## config.mk

```make
export PLATFORM = sky130hd
export DESIGN_NAME = mem_port_arbiter
export DESIGN_NICKNAME = d
export VERILOG_FILES = /design/src/rtl/riscv_mem_pkg.sv /design/src/rtl/arb_select.sv /design/src/rtl/mem_port_arbiter.sv
export SDC_FILE = /design/constraint.sdc
export NUM_CORES = 1
export LEC_CHECK = 0
export ABC_AREA = 1
export CAP_MARGIN = 20
export CORE_AREA = 2 2 193 195
export CTS_CLUSTER_SIZE = 12
export DETAILED_ROUTE_END_ITERATION = 8
export DIE_AREA = 0 0 195 197
export DONT_BUFFER_PORTS = 1
export PLACE_DENSITY = 0.3
export SLEW_MARGIN = 15
export SYNTH_ARGS = -nofsm -noshare
export SYNTH_HDL_FRONTEND = slang
export SYNTH_SLANG_ARGS = --single-unit
```

## constraint.sdc

```tcl
create_clock -name clk -period 4.1 [get_ports clk]
set_input_delay 0.205 -clock clk [delete_from_list [all_inputs] [get_ports clk]]
set_output_delay 0.205 -clock clk [all_outputs]
set_load 0.05 [all_outputs]
```

## src/rtl/riscv_mem_pkg.sv

```systemverilog
// Shared types and constants for the unified-memory port arbiter.
package riscv_mem_pkg;

  // Default memory read latency, issue cycle to valid read data.
  localparam int MEM_LAT_DEFAULT = 2;

  // Latency counter width; supports MEM_LAT values 1..15.
  localparam int CNT_W = 4;

  typedef enum logic [1:0] {
    IDLE,
    WAIT,
    RESP
  } state_t;

  typedef enum logic {
    OWN_IF,
    OWN_DM
  } owner_t;

endpackage

```

## src/rtl/arb_select.sv

```systemverilog
// Winner selection between the fetch and data requesters.
// With MEM_ARB_RR_EN defined, simultaneous requests alternate using a
// last-owner register (reset value IF, so data wins the first tie).
// Otherwise data has fixed priority over fetch and no state is kept.
module arb_select
  import riscv_mem_pkg::*;
(
`ifdef MEM_ARB_RR_EN
  input  logic   clk,
  input  logic   reset,
  input  logic   issue,
`endif
  input  logic   if_req,
  input  logic   dm_req,
  output owner_t winner
);

`ifdef MEM_ARB_RR_EN
  owner_t last_owner_reg;

  // Remember who was granted last, updated on every issue.
  always_ff @(posedge clk) begin
    if (reset) begin
      last_owner_reg <= OWN_IF;
    end else if (issue) begin
      last_owner_reg <= winner;
    end
  end

  // On a tie the requester that did not win last time goes next.
  always_comb begin
    winner = OWN_IF;
    if (if_req && dm_req) begin
      winner = (last_owner_reg == OWN_IF) ? OWN_DM : OWN_IF;
    end else if (dm_req) begin
      winner = OWN_DM;
    end
  end
`else
  // Data beats fetch whenever both are asking.
  always_comb begin
    winner = dm_req ? OWN_DM : OWN_IF;
    if (!if_req && !dm_req) begin
      winner = OWN_IF;
    end
  end
`endif

endmodule

```

## src/rtl/mem_port_arbiter.sv

```systemverilog
// Arbiter/sequencer for the single-ported unified instruction/data memory.
// One access is outstanding at a time; the fixed read latency is counted out
// and the response is returned from a register, so mem_rdata never reaches an
// output combinationally. A new access may issue in the response cycle.
// Optional feature macro: MEM_ARB_RR_EN (round-robin on simultaneous requests).
module mem_port_arbiter
  import riscv_mem_pkg::*;
#(
  parameter int MEM_LAT = MEM_LAT_DEFAULT,
  parameter int ADDR_W  = 64
) (
  input  logic              clk,
  input  logic              reset,
  input  logic              if_req,
  input  logic [ADDR_W-1:0] if_addr,
  output logic              if_gnt,
  output logic              if_valid,
  output logic [31:0]       if_rdata,
  input  logic              dm_req,
  input  logic              dm_we,
  input  logic [ADDR_W-1:0] dm_addr,
  input  logic [63:0]       dm_wdata,
  output logic              dm_gnt,
  output logic              dm_done,
  output logic [63:0]       dm_rdata,
  output logic              mem_en,
  output logic              mem_we,
  output logic [ADDR_W-1:0] mem_addr,
  output logic [63:0]       mem_wdata,
  input  logic [63:0]       mem_rdata,
  output logic              stall_if,
  output logic              stall_mem
);

  // Counter is loaded in the issue cycle and reaches zero in issue+MEM_LAT.
  localparam logic [CNT_W-1:0] CNT_LOAD = CNT_W'(MEM_LAT - 1);

  state_t             state_reg, state_next;
  logic [CNT_W-1:0]   cnt_reg, cnt_next;
  owner_t             owner_reg, owner_next;
  logic [63:0]        rdata_reg, rdata_next;
  owner_t             winner;
  logic               issue;

  arb_select u_arb_select (
`ifdef MEM_ARB_RR_EN
    .clk    (clk),
    .reset  (reset),
    .issue  (issue),
`endif
    .if_req (if_req),
    .dm_req (dm_req),
    .winner (winner)
  );

  // State, counter, owner and response data registers.
  always_ff @(posedge clk) begin
    if (reset) begin
      state_reg <= IDLE;
      cnt_reg   <= '0;
      owner_reg <= OWN_IF;
      rdata_reg <= '0;
    end else begin
      state_reg <= state_next;
      cnt_reg   <= cnt_next;
      owner_reg <= owner_next;
      rdata_reg <= rdata_next;
    end
  end

  // Next-state logic, response pulses and same-cycle issue to memory.
  always_comb begin
    state_next = state_reg;
    cnt_next   = cnt_reg;
    owner_next = owner_reg;
    rdata_next = rdata_reg;
    issue      = 1'b0;
    if_gnt     = 1'b0;
    dm_gnt     = 1'b0;
    if_valid   = 1'b0;
    dm_done    = 1'b0;
    mem_en     = 1'b0;
    mem_we     = 1'b0;
    mem_addr   = '0;
    mem_wdata  = '0;

    case (state_reg)
      WAIT: begin
        if (cnt_reg == '0) begin
          rdata_next = mem_rdata;
          state_next = RESP;
        end else begin
          cnt_next = cnt_reg - 1'b1;
        end
      end
      RESP: begin
        // Reset in the response cycle suppresses the pulse.
        if_valid   = !reset && (owner_reg == OWN_IF);
        dm_done    = !reset && (owner_reg == OWN_DM);
        state_next = IDLE;
      end
      default: begin
        state_next = IDLE;
      end
    endcase

    // Arbitration runs in IDLE and, for back-to-back issue, in RESP.
    if ((state_reg == IDLE || state_reg == RESP) && (if_req || dm_req) && !reset) begin
      issue      = 1'b1;
      mem_en     = 1'b1;
      owner_next = winner;
      cnt_next   = CNT_LOAD;
      state_next = WAIT;
      if (winner == OWN_DM) begin
        dm_gnt    = 1'b1;
        mem_we    = dm_we;
        mem_addr  = dm_addr;
        mem_wdata = dm_wdata;
      end else begin
        if_gnt    = 1'b1;
        mem_addr  = if_addr;
      end
    end
  end

  assign if_rdata  = rdata_reg[31:0];
  assign dm_rdata  = rdata_reg;
  assign stall_if  = if_req & ~if_valid;
  assign stall_mem = dm_req & ~dm_done;

endmodule

```

==> results.toml, run 1 <==
[outcome]
status = "complete, no violations"

[timing]
fin_tns_setup_ns = 0
final_max_slew_viol_count = 0
hold_viol = 0
fmax_mhz = 296
setup_violations = 0
rsz0062_at_grt = "no"
fin_skew_ns = 0.00495
tightest_slew_ns = 1.12
finalCriticalPeriod_ns = 3.37
fin_crit_sh_pct = 82.3
relSlewSlack_pct = 25.0

[power]
power_frac_seq_pct = 45.1
ir_drop_v = 0.000194
p_int_uw = 1460
combinationalPowerShare_pct = 23.5
p_switching_uw = 1290
p_per_area_nw_per_um2 = 520
p_leak_uw = 0.00262
sw_frac_of_total_pct = 46.9
clock_power_share_pct = 31.4

[clock_network]
ctsResizeCount = 0
htreeDepth = 3
hold_buffers = 61
clockRootBuffer = "clkbuf_16"
post_cts_buffers = 0
cts_buffer_depth = 2
insertion_delay_ns = 0.34
cts_buffers = 9
clock-sinks = 71
cts_tree = "done"
path_clk_slew_ns = 0.06

[route]
drtIter0Drc = 205
routedWlPerCell_um = 19.5
vias_per_cell = 3.70
route.detailed.drc = 0
drtAntennaViolNets = 0
firstDrtPassIters = 5
vias = 4426
wl_um = 23300

[global_route]
grt_pass1_wl_um = 31400
grt_usage_pct = 11.4
grt_max_degree = 67
grt_overflow = 0
antenna_found_initial = 4
grt_pass1_vias = 4408

[yosys]
ys_seq_area_share_pct = 34.2
yosys_warnings = 0
netlist_instances = 714
synth_nets = 976
syn-cell-area_um2 = 4160
syn_area_per_cell_um2 = 5.82
yosysUniqueCellTypes = 19
ys_ff_latch = 71

[die]
start_util_pct = 11.5
dieArea_um2 = 38400
die_w_um = 195
dieHeight_um = 197
ioPinCount = 493
row_count = 70
core_um2 = 36300

[layout]
largest_reg_flops = 64
final_nets = 983
fin_cells = 1196
drive_above_1_share_pct = 4.96
area_delta_synth_final_pct = 27.6

[worst_setup_path]
path_common_cell = "nand2_1"
criticalPathCategory = "reg2out"
path_buf_inv = 2
crit_chain = "inv_2 > o21ai_2 > nor2_2 > nand2_1 > inv_2 > nand2_1 > nand2_1"
crit_fanout = 61
slowest_stage = "inv_2"
max_stage_delay_ns = 0.73
cp-end-kind = "primary output"
startpoint_type = "flop"
crit_arrival_ns = 3.17
critPathRequiredTime_ns = 3.89
cp_top_family = "simple AND/OR/NAND/NOR gates"

[flow_run]
drv_cap = 0

[placed_design]
dp.final_hpwl_um = 19000
place.gp.congestion = 0.799
port_buffers = 0
place_inst = 1117

[worst_hold_path]
hold_class = "in2reg"
[power by group through the flow]
stage	registers [uW]	logic, uW	clock network [uW]
finish	1240	648	866
global route	1260	704	929
CTS	1250	662	908
detailed placement	1260	613	0
global placement	1260	612	0
floorplan	1090	696	0
[synthesized netlist by cell type]
cell type	n	area, um^2
nand2_1	204	766
nor2_1	204	766
inv_1	76	285
dfxtp_1	71	1420
o21ai_0	66	330
buf_4	40	300
buf_2	24	120
clkbuf_1	9	33.8
inv_2	3	11.3
nand3_1	3	15.0
nor2_2	3	18.8
a21oi_1	2	10.0
buf_6	2	22.5
nor4_1	2	12.5
ha_1	1	12.5
nand2_2	1	6.26
nand4_1	1	6.26
o21ai_2	1	8.76
xor2_1	1	8.76
[kinds of logic (layout without fill, tap and decap cells)]
| kind of cell | after synthesis | after routing | share of synthesized area, % |
|---|---|---|---|
| buffers and inverters | 154 | 166 | 18.6 |
| and+or+nand+nor | 418 | 418 | 38.3 |
| AOI/OAI and AO/OA | 69 | 69 | 8.40 |
| DFF | 71 | 71 | 34.2 |
| xor gates and xnor gates | 1 | 1 | 0.211 |
| adders and majority gates | 1 | 1 | 0.301 |
| other | 0 | 2 | 0 |
[per-layer routing]
layer | part of all wire (%) | routed length [um] | global-route usage (%) | up-vias
met2 | 54 | 12500 | 22.0 | 285
met3 | 8.6 | 2010 | 3.70 | 19
met1 | 36 | 8500 | 11.7 | 2028
met4 | 1.4 | 325 | 3.14 | 2
met5 | 0.056 | 13 | 0 | -
li1 | - | - | - | 2092
[layout make-up]
cell class	count	area (um^2)
antenna	2	5.00
clock buffer	13	260
clock inverter	3	65.1
fill	4247	31000
inverter	79	297
multi-input combinational	489	1980
sequential	71	1420
tap	468	586
timing repair buffer	71	689
[per-stage QoR]
step	utilization (%)	instance area, um^2	hold WS, ns	worst slack [ns]	power (uW)
6_report	14.6	5300	0.0220	0.727	2760
4_1_cts	14.6	5300	0.000570	0.668	2820
3_5_place_dp	12.0	4360	0.285	1.06	1870
5_1_grt	14.6	5300	0.0167	0.463	2890
3_3_place_gp	12.0	4360	0.288	1.02	1870
2_1_floorplan	-	4160	0.340	1.26	1790
[placed cells by master, fill, tap and decap left out, drive strengths merged]
cell / count
a21oi: 2
ha: 1
nand2: 205
nor2: 207
diode: 2
dlygate4sd3: 61
nor4: 2
clkinv: 1
bufinv: 2
o21ai: 67
dfxtp: 71
inv: 79
nand4: 1
nand3: 3
buf: 10
clkbuf: 13
xor2: 1
[path summary, 6_finish.rpt]
path | start | to | slack [ns] | depth (start not counted)
max | state_reg[0] | mem_addr[1] | 0.73 | 7
min | mem_rdata[63] | dm_rdata[63] | 0.02 | 2
min reg2reg | cnt_reg[1] | cnt_reg[1] | 0.49 | 2
max reg2reg | cnt_reg[0] | dm_rdata[13] | 1.93 | 8
Note: power is estimated with default switching activity, not from simulation.
==> run 2: changes to the inputs <==
==> constraint.sdc (replaced) <==
create_clock -name clk -period 3 [get_ports clk]
set_input_delay 0.15 -clock clk [delete_from_list [all_inputs] [get_ports clk]]
set_output_delay 0.15 -clock clk [all_outputs]
set_load 0.05 [all_outputs]
==> run 2 against run 1 <==
  * Clock power increased by 35%
  * Largest power group unchanged
  * Global-route usage increased by 0.47 points
  * Sequential share of layout area decreased by 7.3 points
  * Cell area increased by 37%
  * Highest routed layer unchanged
  * Largest cell class is now buffers
==> results.toml, run 2 (synthesis gave the netlist of run 1 again) <==
[power]
p_switching_uw = 1860
ir_drop_v = 0.000298
power_frac_seq_pct = 36.0
p_per_area_nw_per_um2 = 567
clock_power_share_pct = 28.4
combinationalPowerShare_pct = 35.6
p_leak_uw = 0.00363
p_int_uw = 2270
sw_frac_of_total_pct = 45.0

[layout]
final_nets = 1135
layout_common_cells = "204 x nor2_1, 203 x nand2_1, 91 x buf_4"
fin_cells = 1350
mostFrequentLayoutCell = "nor2_1"
area_delta_synth_final_pct = 75.3
largest_reg_flops = 64
drive_above_1_share_pct = 21.1
final_cell_area_um2 = 7280

[worst_setup_path]
criticalPathCategory = "reg2out"
path_buf_inv = 5
slowest_stage = "dfxtp_1"
startpoint_type = "flop"
crit_chain = "inv_2 > o21ai_2 > nor2_2 > buf_4 > nand2_1 > inv_2 > buf_12 > nand2_1 > nand2_1 > buf_12"
reg2reg_slack_ns = 1.19
max_stage_delay_ns = 0.36
path_common_cell = "nand2_1"
cp-end-kind = "primary output"
crit_fanout = 44
crit_arrival_ns = 2.32
critPathRequiredTime_ns = 2.85
cp_top_family = "buffers and inverters"

[die]
row_count = 70
core_um2 = 36300
dieHeight_um = 197
ioPinCount = 493
dieArea_um2 = 38400
die_w_um = 195
start_util_pct = 11.5

[route]
route.detailed.drc = 0
routedWlPerCell_um = 17.8
vias = 4955
wl_um = 24100
met2_length_um = 12100
drtIter0Drc = 151
vias_per_cell = 3.67
firstDrtPassIters = 4
met3_length_um = 2390
wl_met1_um = 8460
highest_layer = "met5"
drtAntennaViolNets = 0

[flow_run]
drv_cap = 0

[timing]
setup_violations = 0
rsz0062_at_grt = "no"
tightest_slew_ns = 1.04
finalCriticalPeriod_ns = 2.47
hold_viol = 0
fin_skew_ns = 0.00638
fin_tns_setup_ns = 0
fin_crit_sh_pct = 82.2
final_max_slew_viol_count = 0
relSlewSlack_pct = 30.8
fmax_mhz = 405

[global_route]
grt_usage_pct = 11.9
grt_pass1_wl_um = 33300
grt_overflow = 0
grt_max_degree = 67
grt_pass1_vias = 4877
antenna_found_initial = 6

[clock_network]
insertion_delay_ns = 0.34
path_clk_slew_ns = 0.06
clock-sinks = 71
cts_tree = "done"
cts_buffers = 9
clockRootBuffer = "clkbuf_16"
cts_buffer_depth = 2
htreeDepth = 3

[placed_design]
port_buffers = 0
dpl_cell_area_um2 = 6300
dp.final_hpwl_um = 19400
place_inst = 1265
place.gp.congestion = 0.738

[outcome]
status = "complete, no violations"

[worst_hold_path]
hold_class = "in2reg"
[run 2: cell types whose count changed in the layout (fill, tap and decap cells not counted), sizes merged]
| cell | delta |
|---|---|
| buf | +148 |
| clkbuf | -3 |
| clkinv | +1 |
| clkinvlp | +1 |
| diode | +2 |
| dlygate4sd3 | +4 |
| inv | +1 |
[run 2: area by class of cell]
cell class / instances / area, um^2
flip-flops and latches: 71 / 1420
clock buffers: 10 / 229
multi-input cells: 489 / 1980
well taps: 468 / 586
fillers: 4105 / 29000
diodes: 4 / 10.0
inverters: 79 / 297
repair buffers: 223 / 2670
clock inverters: 6 / 93.8
[run 2: metrics by stage]
stage	hold slack [ns]	total power [uW]	util (%)	worst slack [ns]
finish	0.0391	4130	20.1	0.533
global route	0.0452	4320	20.1	0.319
CTS	0.0177	4220	20.1	0.422
detailed placement	0.228	2920	17.4	0.822
global placement	0.229	2930	17.4	0.823
floorplan	0.285	2450	-	0.217
[run 2: power groups by stage]
stage          sequential [uW]  combinational [uW]  clock, uW
2_1_floorplan             1500                 952          0
3_3_place_gp              1510                1420          0
3_5_place_dp              1500                1420          0
4_1_cts                   1490                1490       1230
5_1_grt                   1500                1560       1260
6_report                  1490                1470       1170
[run 2: worst paths after layout]
| path | startpoint | to | depth (start not counted) |
|---|---|---|---|
| setup / recovery | state_reg[0] | mem_addr[9] | 10 |
| hold / removal | if_req | cnt_reg[0] | 2 |
| hold reg to reg | cnt_reg[1] | cnt_reg[1] | 2 |
| setup reg to reg | cnt_reg[0] | dm_rdata[47] | 7 |
[run 2: timing repair]
item	in CTS	in global routing
gates resized for setup	0	0
setup buffers	0	0
hold endpoints to repair	67	0
hold buffers	65	0
[run 2: routing by layer]
| layer | vias to the layer above | GRT usage [%] |
|---|---|---|
| li1 | 2403 | - |
| met1 | 2225 | 11.7 |
| met2 | 285 | 21.5 |
| met3 | 40 | 4.74 |
| met4 | 2 | 6.11 |
| met5 | - | 0 |
